`src/rtl/m_lat_rf_2p.sv`:
```
`default_nettype none
// m_lat_rf_2p: DEPTH x WIDTH latch-array register file, one write port (IDLE/COMMIT) and one registered read port.
// Optional build macro: M_LAT_RF_WR_BYPASS_EN (read of the committing word returns new data).  Rev 1.0
module m_lat_rf_2p #(
    parameter int WIDTH = 32,
    parameter int DEPTH = 8,
    localparam int AW = $clog2(DEPTH)
) (
    input  logic             clk,
    input  logic             rst,
    input  logic             wr_valid,
    output logic             wr_ready,
    input  logic [AW-1:0]    wr_addr,
    input  logic [WIDTH-1:0] wr_data,
    input  logic             rd_en,
    input  logic [AW-1:0]    rd_addr,
    output logic [WIDTH-1:0] rd_data,
    output logic             rd_vld
);

    localparam logic [AW:0] DEPTH_W = (AW + 1)'(DEPTH);

    typedef enum logic [0:0] {
        S_IDLE   = 1'b0,
        S_COMMIT = 1'b1
    } state_t;

    state_t                      state_q, state_d;
    logic [AW-1:0]               stage_addr_q;
    logic [WIDTH-1:0]            stage_data_q;
    logic [DEPTH-1:0]            valid_q;
    logic [WIDTH-1:0]            rd_data_q, rd_data_d;
    logic                        rd_vld_q;
    logic [DEPTH-1:0][WIDTH-1:0] word_q;
    logic                        stage_inrange, rd_inrange, wr_inrange;
    logic                        commit_en, rd_hit;
    logic [WIDTH-1:0]            rd_arr, wr_arr;

    assign stage_inrange = ({1'b0, stage_addr_q} < DEPTH_W);
    assign rd_inrange    = ({1'b0, rd_addr} < DEPTH_W);
    assign wr_inrange    = ({1'b0, wr_addr} < DEPTH_W);
    assign commit_en     = (state_q == S_COMMIT) && stage_inrange;

    // Gate is low only while clk is low in COMMIT; all select terms come from
    // flops that settle during the high phase, so the gate cannot glitch.
    for (genvar w = 0; w < DEPTH; w++) begin : g_word
        logic gate_n;
        assign gate_n = ~(commit_en && (stage_addr_q == AW'(w)) && !clk);
        for (genvar b = 0; b < WIDTH; b++) begin : g_bit
            logic cell_q;
            always_latch begin
                if (!gate_n) cell_q = stage_data_q[b];
            end
            assign word_q[w][b] = cell_q;
        end
    end

    always_comb begin
        state_d  = state_q;
        wr_ready = 1'b0;
        case (state_q)
            S_IDLE: begin
                wr_ready = 1'b1;
                if (wr_valid) state_d = S_COMMIT;
            end
            S_COMMIT: state_d = S_IDLE;
            default:  state_d = S_IDLE;
        endcase
    end

    assign rd_arr = (rd_inrange && valid_q[rd_addr]) ? word_q[rd_addr] : '0;
    assign wr_arr = (wr_inrange && valid_q[wr_addr]) ? word_q[wr_addr] : '0;
    assign rd_hit = commit_en && (rd_addr == stage_addr_q);

`ifdef M_LAT_RF_WR_BYPASS_EN
    assign rd_data_d = rd_hit ? stage_data_q : rd_arr;
`else
    // The latch is already overwritten by the end of COMMIT, so the old word
    // is snapshotted at accept time to keep pre-write read semantics.
    logic [WIDTH-1:0] snap_q;
    always_ff @(posedge clk or posedge rst) begin
        if (rst) begin
            snap_q <= '0;
        end else if (wr_valid && wr_ready) begin
            snap_q <= wr_arr;
        end
    end
    assign rd_data_d = rd_hit ? snap_q : rd_arr;
`endif

    always_ff @(posedge clk or posedge rst) begin
        if (rst) begin
            state_q      <= S_IDLE;
            stage_addr_q <= '0;
            stage_data_q <= '0;
            valid_q      <= '0;
            rd_data_q    <= '0;
            rd_vld_q     <= 1'b0;
        end else begin
            state_q  <= state_d;
            rd_vld_q <= rd_en;
            if (wr_valid && wr_ready) begin
                stage_addr_q <= wr_addr;
                stage_data_q <= wr_data;
            end
            if (commit_en) valid_q[stage_addr_q] <= 1'b1;
            if (rd_en) rd_data_q <= rd_data_d;
        end
    end

    assign rd_data = rd_data_q;
    assign rd_vld  = rd_vld_q;

`ifdef M_LAT_RF_WR_BYPASS_EN
    logic unused_wr_arr;
    assign unused_wr_arr = ^wr_arr;
`endif

endmodule
`default_nettype wire

```
`config.mk`:
```
export PLATFORM = sky130hd
export DESIGN_NAME = m_lat_rf_2p
export DESIGN_NICKNAME = d
export VERILOG_FILES = /design/src/rtl/m_lat_rf_2p.sv
export SDC_FILE = /design/constraint.sdc
export NUM_CORES = 1
export LEC_CHECK = 0
export CELL_PAD_IN_SITES_DETAIL_PLACEMENT = 0
export CELL_PAD_IN_SITES_GLOBAL_PLACEMENT = 2
export CORE_MARGIN = 8
export CORE_UTILIZATION = 44
export DETAILED_ROUTE_END_ITERATION = 16
export PLACE_DENSITY = 0.9
export SETUP_SLACK_MARGIN = 0.02
export SYNTH_ARGS = -nofsm -noshare
export SYNTH_HDL_FRONTEND = slang
export SYNTH_SLANG_ARGS = --single-unit
```
`constraint.sdc`:
```
create_clock -name clk -period 8.7 [get_ports clk]
set_input_delay 2.61 -clock clk [delete_from_list [all_inputs] [get_ports clk]]
set_output_delay 2.61 -clock clk [all_outputs]
set_load 0.02 [all_outputs]
```
======== Yosys cells after proc, flatten, opt, wreduce, memory -nomap -nowiden ========
Cells that the tools add are included.
storage, ports and cells
  output and inout port bits .............. 34
  bits in registers ....................... 109
  bits of input ports ..................... 42
  latch bits .............................. 256
cells by class
  reduce and logical (&&, ||, !) cells .... 21
  order comparisons ....................... 4
  multiplexer cells ....................... 280
  equality and inequality tests ........... 8
  bitwise operators ....................... 2
operator list
  operator                                              count
  2-to-1 mux 1 bit                                      269
  binary-select mux 32 bit (select 3 bit)               2
  2-to-1 mux 32 bit                                     5
  logical AND 1 bit                                     19
  == test 3 bit (second input constant)                 4
  < comparator 3 x 4 -> 1 bit (second input constant)   3
  OR 8 bit                                              1
  binary-select mux 1 bit (select 3 bit)                2
  == test 3 x 2 -> 1 bit (second input constant)        2
  demux 1 bit (select 3 bit)                            1
  == test 3 x 1 -> 1 bit (second input constant)        1
  == test 3 bit                                         1
  >= comparator 3 x 1 -> 1 bit (second input constant)  1
  logical NOT 3 bit                                     1
  case mux 1 bit (2 select lines)                       1
  logical NOT 1 bit                                     1
  NOT 1 bit                                             1

======== Longest topological paths before layout ========
  word-level depth ........................ 5
  mapped depth ............................ 7
  depth with buffers taken out ............ 4

==> metrics.txt <==
# TYPE chip_impl_metric gauge
chip_impl_info{name="outcome",value="finished, final reports clean"} 1
chip_impl_metric{name="drc_violations",unit=""} 0
chip_impl_metric{name="ant_nets",unit=""} 0
chip_impl_info{name="hold_start",value="stage_data_q[14]"} 1
chip_impl_metric{name="synth-simple-area-share",unit="%"} 7.42
chip_impl_metric{name="worst-slew-pin-transition",unit="ps"} 1050
chip_impl_metric{name="synthDominantCellAreaShare",unit="%"} 30.9
chip_impl_info{name="tritoncts_clock_tree",value="built"} 1
chip_impl_metric{name="timing.critical_path.fanout_max",unit=""} 2
chip_impl_info{name="top_area_cells_in_the_synthesized_netlist",value="dlxtp_1 (31%), mux4_2 (23%), dfrtp_1 (22%)"} 1
chip_impl_info{name="synthDominantAreaCellType",value="dlxtp_1"} 1
chip_impl_metric{name="ys_types",unit=""} 34
chip_impl_metric{name="setup_viol_count_final",unit=""} 0
chip_impl_metric{name="drv_slew",unit=""} 0
chip_impl_metric{name="design.portCount",unit=""} 76
chip_impl_metric{name="first_pass_grt_wire_length",unit="mm"} 54.0
chip_impl_metric{name="synth-compound-area-share",unit="%"} 5.96
chip_impl_metric{name="fillerInstances",unit=""} 2298
chip_impl_metric{name="die_width",unit="um"} 184
chip_impl_metric{name="maxCapViolCount",unit=""} 0
chip_impl_metric{name="fp-row-count",unit=""} 61
chip_impl_metric{name="timing.clock.skew",unit="ps"} 706
chip_impl_metric{name="fin_ws",unit="ps"} 2230
chip_impl_metric{name="insertion_delay",unit="ps"} 1650
chip_impl_metric{name="placeableCoreArea",unit="um2"} 27800
chip_impl_info{name="grt_setup_unrepaired",value="false"} 1
chip_impl_metric{name="netlist_instances",unit=""} 975
chip_impl_metric{name="post_synth_fa_ha_maj_area_fraction",unit="%"} 0
chip_impl_metric{name="io_buffer_count",unit=""} 75
chip_impl_metric{name="synth.net_count",unit=""} 1017
chip_impl_info{name="crit_reg_reg_startpoint",value="g_word[4].g_bit[11].cell_q"} 1
chip_impl_metric{name="synthArstFlopShare",unit="%"} 29.9
chip_impl_metric{name="final.setup.tns",unit="ps"} 0
chip_impl_info{name="critical_path_type",value="latch -> reg"} 1
chip_impl_metric{name="leakage",unit="nW"} 6.46
chip_impl_info{name="synth_top_family_by_area",value="multiplexers"} 1
chip_impl_metric{name="synth_edf_count",unit=""} 0
chip_impl_metric{name="power_per_cell_area",unit="nW/um2"} 136
chip_impl_metric{name="fin_util",unit="%"} 54.5
chip_impl_info{name="end_kind",value="flip-flop"} 1
chip_impl_metric{name="floorplan.die.height",unit="um"} 184
chip_impl_metric{name="timing.slew.headroom",unit="%"} 29.9
chip_impl_info{name="synth.most_common_cell",value="dlxtp_1"} 1
chip_impl_info{name="min-delay-path-class",value="reg -> latch"} 1
chip_impl_metric{name="avgViaCountPerCell",unit=""} 5.76
chip_impl_metric{name="grt_remaining_overflow",unit=""} 0
chip_impl_metric{name="muxShareOfSynthArea",unit="%"} 29.3
chip_impl_metric{name="dieArea",unit="um2"} 33900
chip_impl_metric{name="clkTransAtPathRegs",unit="ps"} 80
chip_impl_metric{name="drtPass1Iterations",unit=""} 6
chip_impl_metric{name="hold_buffers",unit=""} 0
chip_impl_metric{name="postSynthAreaPerCell",unit="um2"} 12.7
chip_impl_info{name="synthTopCellsByCount",value="dlxtp_1 (256), nand2_1 (166), mux4_2 (126)"} 1
chip_impl_metric{name="cts_post_setup_buffers_inserted",unit=""} 0
chip_impl_metric{name="via_count",unit=""} 8407
chip_impl_metric{name="routabilityCongestion",unit=""} 0.753
chip_impl_metric{name="post_route_cells_drive_above_1_share",unit="%"} 26.5
chip_impl_metric{name="timing.critical_path.required",unit="ps"} 9500
chip_impl_metric{name="diodes",unit=""} 0
chip_impl_info{name="ys_dominant_reg_cell",value="dlxtp_1"} 1
chip_impl_metric{name="post_synth_instance_area",unit="um2"} 12400
chip_impl_metric{name="nNetsFinal",unit=""} 1099
chip_impl_info{name="cp-startpoint",value="g_word[4].g_bit[11].cell_q"} 1
chip_impl_info{name="startpoint_type",value="latch"} 1
chip_impl_metric{name="postRouteWirelength",unit="mm"} 34.2
chip_impl_metric{name="areaGrowthSynthToFinish",unit="%"} 21.9
chip_impl_metric{name="timing.critical_path.arrival",unit="ps"} 7270
chip_impl_metric{name="all_layer_gr_usage",unit="%"} 21.6
chip_impl_metric{name="pin_count_of_the_biggest_net_entering_global_routing",unit=""} 69
chip_impl_metric{name="initial_util",unit="%"} 44.7
chip_impl_metric{name="hpwlAfterDp",unit="mm"} 16.5
chip_impl_metric{name="preCtsSetupSlack",unit="ps"} 2990
chip_impl_metric{name="antenna_found_initial",unit=""} 0
chip_impl_metric{name="final_hold_viols",unit=""} 0
chip_impl_metric{name="route.detailed.wl_per_inst",unit="um"} 23.4
chip_impl_metric{name="peakVddDrop",unit="V"} 0.000108
chip_impl_metric{name="cts_repair_resize_count",unit=""} 0
chip_impl_metric{name="ys_ff_latch",unit=""} 365
chip_impl_metric{name="synth_xor_area_share",unit="%"} 0.212
chip_impl_metric{name="first_global_vias",unit=""} 9077
chip_impl_metric{name="syn_warnings",unit=""} 0
chip_impl_metric{name="drt_iter0_drc",unit=""} 708
==> metrics by stage <==
stage	total power [mW]	hold WS (ps)	instance area (um2)	instances
after floorplan	1.08	441	12400	975
after CTS	2.08	327	15100	1460
after global placement	1.23	462	13400	1370
after detailed placement	1.24	469	13400	1370
final	2.06	349	15100	1460
after global routing	2.16	310	15100	1460
==> layer usage <==
layer	track usage, %	routed length, um	part of all wire (%)
met4	13.2	1240	3.6
met1	25.2	13700	40
met5	2.22	71	0.21
met2	33.2	16600	49
met3	8.36	2570	7.5
==> critical path, stage by stage (launching register included) <==
cell,delay [ps]
dlxtp_1,330
mux4_2,480
mux2_2,280
nand2_1,80
o221ai_2,100
==> flip-flops by register name, summed over array words and instances (netlist names) <==
register             count
stage_addr_q             3
rd_data                 32
rd_vld                   1
commit_en                1
g_word.g_bit.cell_q    256
snap_q                  32
stage_data_q            32
valid_q                  8
==> cell usage in the layout, fill, tap and decap left out, drive strengths merged, types with 32 or more instances in the layout <==
cell           Yosys  routed
clkbuf            33      76
clkdlybuf4s50      0      68
dfrtp            109     109
dlxtp            256     256
inv               37      37
mux2i             37      37
mux4             129     129
nand2            166     166
nand3             33      33
o21ai             35      35
o221ai            32      32
==> report_power, final <==
group | switching [mW] | total [mW] | internal [mW]
Combinational | 0.247 | 0.446 | 0.199
Clock | 0.307 | 0.840 | 0.534
Sequential | 0.0969 | 0.779 | 0.682
Total | 0.650 | 2.06 | 1.41
==> path summary, 6_finish.rpt <==
| kind | endpoint | slack, ps | cells after the start |
|---|---|---|---|
| setup / recovery | rd_data[11] | 2230 | 4 |
| hold / removal | g_word[4].g_bit[14].cell_q | 350 | 0 |
| setup reg to reg | rd_data[11] | 2230 | 4 |
| hold reg to reg | g_word[4].g_bit[14].cell_q | 350 | 0 |
| max in group gated | clock gate | 2860 | 1 |
| max in group asynchronous | stage_data_q[25] | 5330 | 3 |
| min in group asynchronous | valid_q[1] | 2180 | 2 |
| min in group gated | clock gate | 9560 | 0 |
==> area by class of cell <==
cell class	instances	area (um2)	share of cell area (%)
Clock inverter	14	141	0.934
Sequential cell	365	6570	43.4
Timing Repair Buffer	89	828	5.47
Multi-Input combinational cell	501	5340	35.3
Tap cell	378	473	3.12
Clock buffer	76	1650	10.9
Inverter	37	141	0.934
==> cells by family (layout without fill, tap and decap cells) <==
kind of cell | count (synthesis) | in the layout
latches | 256 | 256
AND/OR/NAND/NOR | 223 | 223
multiplexers | 197 | 197
flip-flops | 109 | 109
buffers and inverters | 109 | 216
AO/OA/AOI/OAI | 78 | 78
XOR/XNOR | 3 | 3
Note: power is estimated with default switching activity, not from simulation.
